==> config.mk <==
export PLATFORM = sky130hd
export DESIGN_NAME = uart_fifo_ctrl
export DESIGN_NICKNAME = d
export VERILOG_FILES = /design/src/rtl/uart_fifo_ctrl.sv
export SDC_FILE = /design/constraint.sdc
export NUM_CORES = 1
export LEC_CHECK = 0
export CORE_MARGIN = 5
export CORE_UTILIZATION = 60
export CTS_CLUSTER_SIZE = 30
export DETAILED_ROUTE_END_ITERATION = 7
export PLACE_DENSITY = 0.83
export SLEW_MARGIN = 20
export SYNTH_ARGS = -nofsm -noshare
export SYNTH_HDL_FRONTEND = slang
export SYNTH_SLANG_ARGS = --single-unit
==> constraint.sdc <==
create_clock -name clk -period 5.87 [get_ports clk]
set_clock_uncertainty 0.15 [all_clocks]
set_input_delay 0.8805 -clock clk [delete_from_list [all_inputs] [get_ports clk]]
set_output_delay 0.8805 -clock clk [all_outputs]
set_load 0.02 [all_outputs]
==> src/rtl/uart_fifo_ctrl.sv <==
// rtl/uart_fifo_ctrl.sv - memory-mapped UART with TX/RX FIFOs, sticky status and CPU stall.
// Optional even parity is compiled in with `define UART_PARITY_EN.
module uart_fifo_ctrl #(
    parameter int          CLK_FREQ   = 55000000,
    parameter int          BAUD       = 9600,
    parameter int          FIFO_DEPTH = 16,
    parameter logic [31:0] ADDR_DATA  = 32'hBFD003F8,
    parameter logic [31:0] ADDR_STATE = 32'hBFD003FC
) (
    input  logic        clk,
    input  logic        rst,
    input  logic [31:0] mem_addr,
    input  logic        mem_we,
    input  logic        mem_re,
    input  logic [31:0] CPU_send,
    output logic [31:0] CPU_receive,
    input  logic        rxd,
    output logic        txd,
    output logic        stall_for_Uart_relate
);

    localparam int CLKS_PER_BIT = CLK_FREQ / BAUD;
    localparam int PTR_W        = $clog2(FIFO_DEPTH);
    localparam int CNT_W        = $clog2(CLKS_PER_BIT);
    localparam logic [CNT_W-1:0] BIT_LAST  = CNT_W'(CLKS_PER_BIT - 1);
    localparam logic [CNT_W-1:0] HALF_LAST = CNT_W'(CLKS_PER_BIT / 2 - 1);
    localparam logic [PTR_W:0]   FIFO_FULL = (PTR_W + 1)'(FIFO_DEPTH);

`ifdef UART_PARITY_EN
    typedef enum logic [2:0] {ST_IDLE, ST_START, ST_DATA, ST_PARITY, ST_STOP} uart_state_t;
`else
    typedef enum logic [1:0] {ST_IDLE, ST_START, ST_DATA, ST_STOP} uart_state_t;
`endif

    logic rd_data, rd_state, wr_data, wr_state;
    assign rd_data  = mem_re && (mem_addr == ADDR_DATA);
    assign rd_state = mem_re && (mem_addr == ADDR_STATE);
    assign wr_data  = mem_we && (mem_addr == ADDR_DATA);
    assign wr_state = mem_we && (mem_addr == ADDR_STATE);

    logic unused_cpu_send;
    assign unused_cpu_send = ^CPU_send[31:8];

    // ---------------- TX FIFO ----------------
    logic [7:0]       tx_mem [FIFO_DEPTH];
    logic [PTR_W-1:0] tx_wr_ptr, tx_rd_ptr;
    logic [PTR_W:0]   tx_count;
    logic             tx_full, tx_empty, tx_push, tx_pop;

    assign tx_full  = (tx_count == FIFO_FULL);
    assign tx_empty = (tx_count == '0);
    assign tx_push  = wr_data && !tx_full;
    assign stall_for_Uart_relate = wr_data && tx_full;

    always_ff @(posedge clk or posedge rst) begin
        if (rst) begin
            tx_wr_ptr <= '0;
            tx_rd_ptr <= '0;
            tx_count  <= '0;
        end else begin
            if (tx_push) tx_wr_ptr <= tx_wr_ptr + PTR_W'(1);
            if (tx_pop)  tx_rd_ptr <= tx_rd_ptr + PTR_W'(1);
            case ({tx_push, tx_pop})
                2'b10:   tx_count <= tx_count + (PTR_W + 1)'(1);
                2'b01:   tx_count <= tx_count - (PTR_W + 1)'(1);
                default: tx_count <= tx_count;
            endcase
        end
    end

    always_ff @(posedge clk) begin
        if (tx_push) tx_mem[tx_wr_ptr] <= CPU_send[7:0];
    end

    // ---------------- TX FSM ----------------
    uart_state_t      tx_state, tx_state_n;
    logic [CNT_W-1:0] tx_cnt, tx_cnt_n;
    logic [2:0]       tx_bit, tx_bit_n;
    logic [7:0]       tx_shift, tx_shift_n;
    logic             txd_n, tx_cnt_done;
`ifdef UART_PARITY_EN
    logic             tx_par, tx_par_n;
`endif

    assign tx_cnt_done = (tx_cnt == BIT_LAST);

    always_ff @(posedge clk or posedge rst) begin
        if (rst) begin
            tx_state <= ST_IDLE;
            tx_cnt   <= '0;
            tx_bit   <= '0;
            tx_shift <= '0;
            txd      <= 1'b1;
`ifdef UART_PARITY_EN
            tx_par   <= 1'b0;
`endif
        end else begin
            tx_state <= tx_state_n;
            tx_cnt   <= tx_cnt_n;
            tx_bit   <= tx_bit_n;
            tx_shift <= tx_shift_n;
            txd      <= txd_n;
`ifdef UART_PARITY_EN
            tx_par   <= tx_par_n;
`endif
        end
    end

    // txd is registered alongside the state, so it changes on the same edge the state does.
    always_comb begin
        tx_state_n = tx_state;
        tx_cnt_n   = tx_cnt + CNT_W'(1);
        tx_bit_n   = tx_bit;
        tx_shift_n = tx_shift;
        txd_n      = txd;
        tx_pop     = 1'b0;
`ifdef UART_PARITY_EN
        tx_par_n   = tx_par;
`endif
        case (tx_state)
            ST_IDLE: begin
                tx_cnt_n = '0;
                txd_n    = 1'b1;
                if (!tx_empty) begin
                    tx_pop     = 1'b1;
                    tx_shift_n = tx_mem[tx_rd_ptr];
`ifdef UART_PARITY_EN
                    tx_par_n   = ^tx_mem[tx_rd_ptr];
`endif
                    tx_state_n = ST_START;
                    txd_n      = 1'b0;
                end
            end
            ST_START: begin
                if (tx_cnt_done) begin
                    tx_cnt_n   = '0;
                    tx_bit_n   = '0;
                    tx_state_n = ST_DATA;
                    txd_n      = tx_shift[0];
                end
            end
            ST_DATA: begin
                if (tx_cnt_done) begin
                    tx_cnt_n = '0;
                    if (tx_bit == 3'd7) begin
`ifdef UART_PARITY_EN
                        tx_state_n = ST_PARITY;
                        txd_n      = tx_par;
`else
                        tx_state_n = ST_STOP;
                        txd_n      = 1'b1;
`endif
                    end else begin
                        tx_bit_n   = tx_bit + 3'd1;
                        tx_shift_n = {1'b0, tx_shift[7:1]};
                        txd_n      = tx_shift[1];
                    end
                end
            end
`ifdef UART_PARITY_EN
            ST_PARITY: begin
                if (tx_cnt_done) begin
                    tx_cnt_n   = '0;
                    tx_state_n = ST_STOP;
                    txd_n      = 1'b1;
                end
            end
`endif
            ST_STOP: begin
                if (tx_cnt_done) begin
                    tx_cnt_n = '0;
                    // Chain straight into the next frame so queued bytes leave without an idle gap.
                    if (!tx_empty) begin
                        tx_pop     = 1'b1;
                        tx_shift_n = tx_mem[tx_rd_ptr];
`ifdef UART_PARITY_EN
                        tx_par_n   = ^tx_mem[tx_rd_ptr];
`endif
                        tx_state_n = ST_START;
                        txd_n      = 1'b0;
                    end else begin
                        tx_state_n = ST_IDLE;
                        txd_n      = 1'b1;
                    end
                end
            end
            default: begin
                tx_state_n = ST_IDLE;
                tx_cnt_n   = '0;
                txd_n      = 1'b1;
            end
        endcase
    end

    // ---------------- RX synchronizer ----------------
    logic rxd_meta, rxd_sync, rxd_prev, rx_fall;

    always_ff @(posedge clk or posedge rst) begin
        if (rst) begin
            rxd_meta <= 1'b1;
            rxd_sync <= 1'b1;
            rxd_prev <= 1'b1;
        end else begin
            rxd_meta <= rxd;
            rxd_sync <= rxd_meta;
            rxd_prev <= rxd_sync;
        end
    end

    assign rx_fall = rxd_prev && !rxd_sync;

    // ---------------- RX FSM ----------------
    uart_state_t      rx_state, rx_state_n;
    logic [CNT_W-1:0] rx_cnt, rx_cnt_n;
    logic [2:0]       rx_bit, rx_bit_n;
    logic [7:0]       rx_shift, rx_shift_n;
    logic             rx_push, ferr_set, perr_set, rx_cnt_done;
`ifdef UART_PARITY_EN
    logic             rx_par_bad, rx_par_bad_n;
`endif

    assign rx_cnt_done = (rx_cnt == BIT_LAST);

    always_ff @(posedge clk or posedge rst) begin
        if (rst) begin
            rx_state <= ST_IDLE;
            rx_cnt   <= '0;
            rx_bit   <= '0;
            rx_shift <= '0;
`ifdef UART_PARITY_EN
            rx_par_bad <= 1'b0;
`endif
        end else begin
            rx_state <= rx_state_n;
            rx_cnt   <= rx_cnt_n;
            rx_bit   <= rx_bit_n;
            rx_shift <= rx_shift_n;
`ifdef UART_PARITY_EN
            rx_par_bad <= rx_par_bad_n;
`endif
        end
    end

    always_comb begin
        rx_state_n = rx_state;
        rx_cnt_n   = rx_cnt + CNT_W'(1);
        rx_bit_n   = rx_bit;
        rx_shift_n = rx_shift;
        rx_push    = 1'b0;
        ferr_set   = 1'b0;
        perr_set   = 1'b0;
`ifdef UART_PARITY_EN
        rx_par_bad_n = rx_par_bad;
`endif
        case (rx_state)
            ST_IDLE: begin
                rx_cnt_n = '0;
                if (rx_fall) rx_state_n = ST_START;
            end
            ST_START: begin
                if (rx_cnt == HALF_LAST) begin
                    rx_cnt_n   = '0;
                    rx_bit_n   = '0;
                    rx_state_n = rxd_sync ? ST_IDLE : ST_DATA;
                end
            end
            ST_DATA: begin
                if (rx_cnt_done) begin
                    rx_cnt_n   = '0;
                    rx_shift_n = {rxd_sync, rx_shift[7:1]};
                    if (rx_bit == 3'd7) begin
`ifdef UART_PARITY_EN
                        rx_state_n = ST_PARITY;
`else
                        rx_state_n = ST_STOP;
`endif
                    end else begin
                        rx_bit_n = rx_bit + 3'd1;
                    end
                end
            end
`ifdef UART_PARITY_EN
            ST_PARITY: begin
                if (rx_cnt_done) begin
                    rx_cnt_n     = '0;
                    rx_par_bad_n = rxd_sync ^ (^rx_shift);
                    rx_state_n   = ST_STOP;
                end
            end
`endif
            ST_STOP: begin
                if (rx_cnt_done) begin
                    rx_cnt_n   = '0;
                    rx_state_n = ST_IDLE;
                    ferr_set   = !rxd_sync;
`ifdef UART_PARITY_EN
                    perr_set   = rx_par_bad;
                    rx_push    = rxd_sync && !rx_par_bad;
`else
                    rx_push    = rxd_sync;
`endif
                end
            end
            default: begin
                rx_state_n = ST_IDLE;
                rx_cnt_n   = '0;
            end
        endcase
    end

    // ---------------- RX FIFO ----------------
    logic [7:0]       rx_mem [FIFO_DEPTH];
    logic [PTR_W-1:0] rx_wr_ptr, rx_rd_ptr;
    logic [PTR_W:0]   rx_count;
    logic             rx_full, rx_empty, rx_pop, rx_accept, ovr_set;

    assign rx_full   = (rx_count == FIFO_FULL);
    assign rx_empty  = (rx_count == '0);
    assign rx_pop    = rd_data && !rx_empty;
    // A CPU pop in the same cycle frees the head slot, so a full FIFO can still take the byte.
    assign rx_accept = rx_push && (!rx_full || rx_pop);
    assign ovr_set   = rx_push && rx_full && !rx_pop;

    always_ff @(posedge clk or posedge rst) begin
        if (rst) begin
            rx_wr_ptr <= '0;
            rx_rd_ptr <= '0;
            rx_count  <= '0;
        end else begin
            if (rx_accept) rx_wr_ptr <= rx_wr_ptr + PTR_W'(1);
            if (rx_pop)    rx_rd_ptr <= rx_rd_ptr + PTR_W'(1);
            case ({rx_accept, rx_pop})
                2'b10:   rx_count <= rx_count + (PTR_W + 1)'(1);
                2'b01:   rx_count <= rx_count - (PTR_W + 1)'(1);
                default: rx_count <= rx_count;
            endcase
        end
    end

    always_ff @(posedge clk) begin
        if (rx_accept) rx_mem[rx_wr_ptr] <= rx_shift;
    end

    // ---------------- sticky status ----------------
    logic ovr, ferr, perr;

    always_ff @(posedge clk or posedge rst) begin
        if (rst) begin
            ovr  <= 1'b0;
            ferr <= 1'b0;
        end else begin
            ovr  <= ovr_set  || (ovr  && !(wr_state && CPU_send[2]));
            ferr <= ferr_set || (ferr && !(wr_state && CPU_send[3]));
        end
    end

`ifdef UART_PARITY_EN
    always_ff @(posedge clk or posedge rst) begin
        if (rst) perr <= 1'b0;
        else     perr <= perr_set || (perr && !(wr_state && CPU_send[4]));
    end
`else
    logic unused_perr_set;
    assign unused_perr_set = perr_set;
    assign perr = 1'b0;
`endif

    logic [31:0] status;
    assign status = {27'b0, perr, ferr, ovr, !rx_empty, !tx_full};

    always_comb begin
        CPU_receive = 32'b0;
        if (rd_state)
            CPU_receive = status;
        else if (rd_data && !rx_empty)
            CPU_receive = {24'b0, rx_mem[rx_rd_ptr]};
    end

endmodule

==> results of run 1 <==
## cell type report
| class | count | area, sq um |
|---|---|---|
| clock buffers | 47 | 993 |
| clock inverters | 13 | 164 |
| fillers | 1543 | 7470 |
| inverters | 22 | 83.8 |
| multi-input cells | 507 | 4590 |
| flip-flops and latches | 340 | 9800 |
| well taps | 324 | 405 |
| repair buffers | 80 | 736 |
## power groups by stage
stage | Combinational, mW | Clock (mW) | Sequential (mW)
after detailed placement | 0.170 | 0 | 2.70
after CTS | 0.170 | 2.26 | 2.65
after global placement | 0.157 | 0 | 2.70
after floorplan | 0.123 | 0 | 2.68
final | 0.169 | 2.23 | 2.65
after global routing | 0.187 | 2.37 | 2.66
## cell usage after synthesis (2+ instances only)
cell / count
sky130_fd_sc_hd__and4_1: 3
sky130_fd_sc_hd__nor3_1: 17
sky130_fd_sc_hd__buf_4: 24
sky130_fd_sc_hd__a21o_1: 4
sky130_fd_sc_hd__inv_1: 22
sky130_fd_sc_hd__xnor2_1: 29
sky130_fd_sc_hd__buf_2: 5
sky130_fd_sc_hd__nor4b_1: 7
sky130_fd_sc_hd__xor2_1: 14
sky130_fd_sc_hd__nor4bb_1: 3
sky130_fd_sc_hd__o21ai_0: 11
sky130_fd_sc_hd__and2_1: 7
sky130_fd_sc_hd__nor2b_1: 10
sky130_fd_sc_hd__a211oi_1: 2
sky130_fd_sc_hd__a21oi_1: 6
sky130_fd_sc_hd__or4b_1: 2
sky130_fd_sc_hd__mux4_2: 59
sky130_fd_sc_hd__a22oi_1: 14
sky130_fd_sc_hd__dfrtp_1: 80
sky130_fd_sc_hd__nand2b_1: 6
sky130_fd_sc_hd__or3_1: 5
sky130_fd_sc_hd__clkbuf_1: 29
sky130_fd_sc_hd__a31oi_1: 2
sky130_fd_sc_hd__ha_1: 31
sky130_fd_sc_hd__nor4_4: 2
sky130_fd_sc_hd__a22o_1: 7
sky130_fd_sc_hd__nor2_1: 50
sky130_fd_sc_hd__mux2_2: 30
sky130_fd_sc_hd__nand4_1: 7
sky130_fd_sc_hd__nand3_1: 26
sky130_fd_sc_hd__edfxtp_1: 256
sky130_fd_sc_hd__nand2_1: 35
sky130_fd_sc_hd__mux2i_1: 30
sky130_fd_sc_hd__o21a_1: 2
sky130_fd_sc_hd__buf_1: 6
sky130_fd_sc_hd__and3_1: 15
sky130_fd_sc_hd__dfstp_2: 4
sky130_fd_sc_hd__nor4_1: 5
sky130_fd_sc_hd__o211ai_1: 19
sky130_fd_sc_hd__buf_6: 2
## metrics by stage
step           instance area, sq um  hold WS (ns)  power [mW]  std cells
2_1_floorplan                 14800         0.195        2.81        935
3_3_place_gp                  15600         0.195        2.86       1272
3_5_place_dp                  15600         0.206        2.87       1273
4_1_cts                       16800         0.210        5.08       1333
5_1_grt                       16800         0.208        5.22       1333
6_report                      16800         0.209        5.05       1333
## kinds of logic after synthesis
group | synth area share, %
buffers and inverters | 3.00
DFF | 66.5
adders and majority gates | 2.77
other | 0.0255
muxes | 13.4
AOI/OAI and AO/OA | 3.92
xor gates and xnor gates | 2.56
and+or+nand+nor | 7.82
## worst max-delay path by stage
stage                                         end  slack, ns  cells after the start
after floorplan           tx_count[4]$_DFFE_PP0P_       1.40                     14
after CTS                          CPU_receive[6]       0.92                      7
after global routing               CPU_receive[6]       0.81                      7
final                              CPU_receive[3]       0.95                      6
after global placement    rx_count[4]$_DFFE_PP0P_       0.95                     13
after detailed placement  rx_count[4]$_DFFE_PP0P_       0.90                     13
## worst max-delay path, stage by stage
cell and delay (ns):
sky130_fd_sc_hd__clkdlybuf4s50_1 0.39, sky130_fd_sc_hd__or4b_1 0.51, sky130_fd_sc_hd__or4_4 0.59, sky130_fd_sc_hd__nor4_4 0.64, sky130_fd_sc_hd__a22o_1 0.27, sky130_fd_sc_hd__clkdlybuf4s50_1 0.61
## sequential cells by signal (all words and copies together), names as in the netlist, 5 cells and up, named ones only
| signal | cells |
|---|---|
| tx_mem | 128 |
| rx_count | 5 |
| rx_cnt | 13 |
| rx_mem | 128 |
| tx_cnt | 13 |
| rx_shift | 8 |
| tx_count | 5 |
| tx_shift | 8 |
## routing by layer
metal	up-vias	part of all wire, %	global-route usage (%)
met3	55	5.0	3.79
met2	236	54	37.0
met5	-	0	0
met1	4081	38	26.6
li1	3609	-	-
met4	0	2.8	7.29
==> impl_metrics.toml, run 1 <==
[run_status]
status = "finished, final reports clean"

[run]
reported_max_cap_violation_count = 0

[global_route]
grt_pass1_vias = 8371
globalRouteOverflowTotal = 0
grt_start_max_net_pins = 55
global_route.usage.total_pct = 21.1
first_pass_grt_wire_length_mm = 46.1
number_of_antenna_violations_at_the_first_check_in_global_routing = 0

[timing]
fmax_mhz = 203
finalCritPeriodShare_pct = 83.9
setup_slack_ns = 0.946
tns_ns = 0
number_of_setup_violations_in_the_final_report = 0
layout_min_cycle_time_ns = 4.92
final_max_slew_viol_count = 0
rsz_0062_raised_after_global_routing = "no"
max-slew-margin-rel_pct = 26.6
hold_viol_final = 0
slew_at_the_pin_closest_to_its_max_slew_limit_ns = 1.10

[synth]
synth-async-reset-ratio_pct = 24.7
synth-warning-count = 0
synth.top_cell.area_share_pct = 52.2
number_of_instances_in_the_synthesized_netlist = 912
synth_top_cells_by_area = "sky130_fd_sc_hd__edfxtp_1, sky130_fd_sc_hd__dfrtp_1, sky130_fd_sc_hd__mux4_2"
synth.cell_area_sq_um = 14700
seq_area_frac_synth_pct = 66.5
yosys.area.top_type = "sky130_fd_sc_hd__edfxtp_1"
synthesis.area_per_instance_sq_um = 16.1
ys_dominant_reg_cell = "sky130_fd_sc_hd__edfxtp_1"
ys_ff_latch = 340
yosys.cell_types.count = 64
edff_count_synth = 256

[worst_setup_path]
worst_r2r_path_depth = 14
cp.arrival_ns = 3.89
ff_to_ff_start = "tx_cnt[0]$_DFF_PP0_"
reg2reg_slack_ns = 2.21
worst_setup_path_start_kind = "input pin"
worst_setup_path_startpoint = "mem_addr[17]"
path_max_fanout = 9
cp_capture_type = "output port"
required_ns = 4.84
r2r-end = "tx_count[4]$_DFFE_PP0P_"
worst_setup_path_type = "input pin to output port"

[floorplan]
die_height_microns = 167
fp-row-count = 57
start_util_pct = 60.7
floorplan.die_area_sq_um = 27800
io_pins = 103
dieWidth_microns = 167
floorplan.core_area_sq_um = 24200

[cells_and_area]
design.final.nets = 1086
drive_gt1_share_pct = 18.3
most_frequent_standard_cell_in_the_layout_excluding_fill_and_tap_cells = "sky130_fd_sc_hd__edfxtp_1"
area_growth_pct = 14.0
mostFrequentLayoutCells = "sky130_fd_sc_hd__edfxtp_1, sky130_fd_sc_hd__dfrtp_1, sky130_fd_sc_hd__mux4_2, sky130_fd_sc_hd__clkdlybuf4s50_1, sky130_fd_sc_hd__nor2_1"
antenna-diode-count = 0
final_core_utilization_pct = 69.2

[detailed_routing]
drtPass1Iterations = 5
drcViolationCount = 0
vias_per_std_cell = 5.99
drt_wl_total_mm = 28.9
postRouteAntennaNets = 0
route.vias.total = 7981
initialDrtViolationCount = 600
post_drt_wl_per_cell_microns = 21.7

[power_and_ir_drop]
power_leakage_nw = 6.21
power.sequential.fraction_pct = 52.6
comb_power_share_pct = 3.4
internal-power_mw = 4.04
irDropWorstVdd_uv = 247
powerDensity_nw_per_um2 = 301
power_dissipated_by_switching_net_loads_mw = 1.00
power_switching_share_pct = 19.9
pwr-share-clk_pct = 44.1

[clocking]
cts_setup_buffers = 0
clock_path_buffers = 3
cts.sink_count = 340
ctsHtreeMaxLevel = 2
clk_root_buffer_cell = "sky130_fd_sc_hd__clkbuf_16"
clkLatencyLatePin_ns = 0.51
cts_tree = "built"
clkTransAtPathRegs_ns = 0.06
cts_buffers = 34
cts.repair.resized = 0
cts_hold_repair.buffers = 0

[min_path]
min-delay-path-class = "register to register"
hold_path_startpoint = "rxd_meta$_DFF_PP1_"
min_to = "rxd_sync$_DFF_PP1_"
holdPathStages = 0

[placed_design]
gpl.final_weighted_congestion = 0.820
place_worst_setup_slack_ns = 0.898
place.port_buffers = 54
hpwl_mm = 18.6
Note: power is estimated with default switching activity, not from simulation.
==> inputs of run 2 (changes only) <==
--- a/config.mk
+++ b/config.mk
@@ -6,10 +6,10 @@
 export NUM_CORES = 1
 export LEC_CHECK = 0
 export CORE_MARGIN = 5
-export CORE_UTILIZATION = 60
+export CORE_UTILIZATION = 59
 export CTS_CLUSTER_SIZE = 30
 export DETAILED_ROUTE_END_ITERATION = 7
-export PLACE_DENSITY = 0.83
+export PLACE_DENSITY = 0.82
 export SLEW_MARGIN = 20
 export SYNTH_ARGS = -nofsm -noshare
 export SYNTH_HDL_FRONTEND = slang
==> constraint.sdc (replaced) <==
create_clock -name clk -period 4.9 [get_ports clk]
set_clock_uncertainty 0.15 [all_clocks]
set_input_delay 0.735 -clock clk [delete_from_list [all_inputs] [get_ports clk]]
set_output_delay 0.735 -clock clk [all_outputs]
set_load 0.02 [all_outputs]
==> impl_metrics.toml, run 2 (same netlist as run 1, synthesis figures left out) <==
[global_route]
first_pass_grt_wire_length_mm = 45.6
grt_start_max_net_pins = 60
number_of_antenna_violations_at_the_first_check_in_global_routing = 0
grt_pass1_vias = 8292
globalRouteOverflowTotal = 0
global_route.usage.total_pct = 20.4

[placed_design]
gpl.final_weighted_congestion = 0.792
hpwl_mm = 18.8
place.port_buffers = 54

[cells_and_area]
nFillCells = 1542
drive_gt1_share_pct = 19.2
mostFrequentLayoutCells = "sky130_fd_sc_hd__edfxtp_1, sky130_fd_sc_hd__dfrtp_1, sky130_fd_sc_hd__mux4_2, sky130_fd_sc_hd__clkdlybuf4s50_1, sky130_fd_sc_hd__nor2_1"
design.final.nets = 1104
antenna-diode-count = 0
largestRegisters = "rx_mem (128), tx_mem (128)"
multi_input_gate_area_in_the_final_layout_sq_um = 4600
final-seq-area_sq_um = 9800
area_growth_pct = 14.2
most_frequent_standard_cell_in_the_layout_excluding_fill_and_tap_cells = "sky130_fd_sc_hd__edfxtp_1"

[detailed_routing]
initialDrtViolationCount = 763
route.vias.total = 8033
drcViolationCount = 0
post_drt_wl_per_cell_microns = 21.4
drtPass1Iterations = 5
drt_wl_total_mm = 29.0
vias_per_std_cell = 5.93
postRouteAntennaNets = 0

[worst_setup_path]
worst_setup_path_start_kind = "input pin"
critical-path-top-cell-by-count = "sky130_fd_sc_hd__clkdlybuf4s50_1"
cp.arrival_ns = 3.70
worst_setup_path_type = "input pin to output port"
worstSetupPathDepth = 7
r2r-end = "tx_count[4]$_DFFE_PP0P_"
ff_to_ff_start = "tx_cnt[0]$_DFF_PP0_"
crit_path_cell_trace = "clkdlybuf4s50_1, or4b_1, or4_4, nor2_1, nand2_1, a211oi_1, clkdlybuf4s50_1"
critical_path.top_delay_family = "simple AND/OR/NAND/NOR gates"
path_max_fanout = 5
cp_capture_type = "output port"
reg2reg_slack_ns = 1.19
critical_path.slowest_cell = "sky130_fd_sc_hd__clkdlybuf4s50_1"
worst_r2r_path_depth = 14
cp_num_buf_inv = 2
critPathMaxStageDelay_ns = 0.70
required_ns = 4.01

[min_path]
min_to = "rxd_sync$_DFF_PP1_"
min-delay-path-class = "register to register"
holdPathStages = 0
hold_path_startpoint = "rxd_meta$_DFF_PP1_"

[clocking]
cts_setup_buffers = 0
ctsHtreeMaxLevel = 2
cts.sink_count = 340
clkTransAtPathRegs_ns = 0.06
clkLatencyLatePin_ns = 0.51
cts.repair.resized = 0
cts_hold_repair.buffers = 0
clock_path_buffers = 3
cts_tree = "built"
clk_root_buffer_cell = "sky130_fd_sc_hd__clkbuf_16"
cts_buffers = 35

[power_and_ir_drop]
irDropWorstVdd_uv = 349
power_leakage_nw = 6.25
powerDensity_nw_per_um2 = 346
finalPower_mw = 5.81

[timing]
finalHoldWorstSlack_ns = 0.209
hold_viol_final = 0
rsz_0062_raised_after_global_routing = "no"
fmax_mhz = 218
slew_at_the_pin_closest_to_its_max_slew_limit_ns = 0.966
finalCritPeriodShare_pct = 93.6
layout_min_cycle_time_ns = 4.59
number_of_setup_violations_in_the_final_report = 0
final_max_slew_viol_count = 0
tns_ns = 0
max-slew-margin-rel_pct = 35.6

[floorplan]
floorplan.die_area_sq_um = 28200
io_pins = 103
start_util_pct = 60.2
dieWidth_microns = 168
fp-row-count = 57
floorplan.core_area_sq_um = 24500
die_height_microns = 168

[run_status]
status = "finished, final reports clean"

[run]
reported_max_cap_violation_count = 0
## run 2: changes by cell type in the layout (fill, tap and decap cells not counted), moves of 2 or more
cell                        before  now
sky130_fd_sc_hd__buf_4          26   41
sky130_fd_sc_hd__clkinv_1        3    9
sky130_fd_sc_hd__inv_6           0    4
sky130_fd_sc_hd__bufinv_16       4    1
sky130_fd_sc_hd__clkbuf_8        3    0
sky130_fd_sc_hd__buf_12          0    2
sky130_fd_sc_hd__clkbuf_1        7    9
sky130_fd_sc_hd__clkbuf_16      37   35
## run 2: worst register-to-register path, stage by stage (launching register included)
cell and delay [ns]:
sky130_fd_sc_hd__dfrtp_1 0.43, sky130_fd_sc_hd__inv_1 0.08, sky130_fd_sc_hd__ha_1 0.16, sky130_fd_sc_hd__nor4b_1 0.58, sky130_fd_sc_hd__a41oi_1 0.21, sky130_fd_sc_hd__nor3_1 0.18
sky130_fd_sc_hd__buf_4 0.19, sky130_fd_sc_hd__ha_1 0.37, sky130_fd_sc_hd__xor2_1 0.12, sky130_fd_sc_hd__ha_1 0.22, sky130_fd_sc_hd__o21a_1 0.18, sky130_fd_sc_hd__o22a_1 0.21
sky130_fd_sc_hd__a21oi_1 0.19, sky130_fd_sc_hd__mux2i_1 0.23, sky130_fd_sc_hd__xnor2_1 0.13
## run 2: metal layers
metal | global-route usage, % | part of all wire (%) | wire, microns
met3 | 3.45 | 5.1 | 1480
met5 | 0 | 0 | 0
met4 | 5.61 | 1.8 | 536
met1 | 26.3 | 39 | 11400
met2 | 36.3 | 54 | 15600
## run 2: cell type report
type | instances | area share (%)
multi-input combinational | 507 | 27.3
clock inverter | 20 | 0.781
tap | 324 | 2.41
sequential | 340 | 58.3
inverter | 22 | 0.506
timing repair buffer | 97 | 5.28
clock buffer | 44 | 5.41
## run 2: stage by stage
stage	worst slack [ns]	util (%)	cell area, sq um	instances
6_report	0.311	68.7	16800	1354
5_1_grt	0.168	68.7	16800	1354
4_1_cts	0.315	68.7	16800	1354
3_5_place_dp	0.349	64.5	15800	1290
3_3_place_gp	0.308	64.4	15800	1289
2_1_floorplan	0.580	-	14800	935
## run 2: how the worst max path moves through the flow
stage / from / end / slack [ns]
6_report: mem_addr[17] / CPU_receive[6] / 0.31
5_1_grt: mem_addr[17] / CPU_receive[6] / 0.17
4_1_cts: mem_addr[17] / CPU_receive[6] / 0.32
3_5_place_dp: mem_addr[17] / CPU_receive[6] / 0.35
3_3_place_gp: mem_addr[17] / CPU_receive[6] / 0.31
2_1_floorplan: mem_addr[17] / tx_count[4]$_DFFE_PP0P_ / 0.58
## run 2: report_power, final
group / switching, mW / leakage, nW / total, mW / internal (mW)
logic: 0.120 / 1.97 / 0.204 / 0.0841
registers: 0.0471 / 3.77 / 3.18 / 3.13
clock network: 1.05 / 0.508 / 2.43 / 1.38
total: 1.22 / 6.25 / 5.81 / 4.60
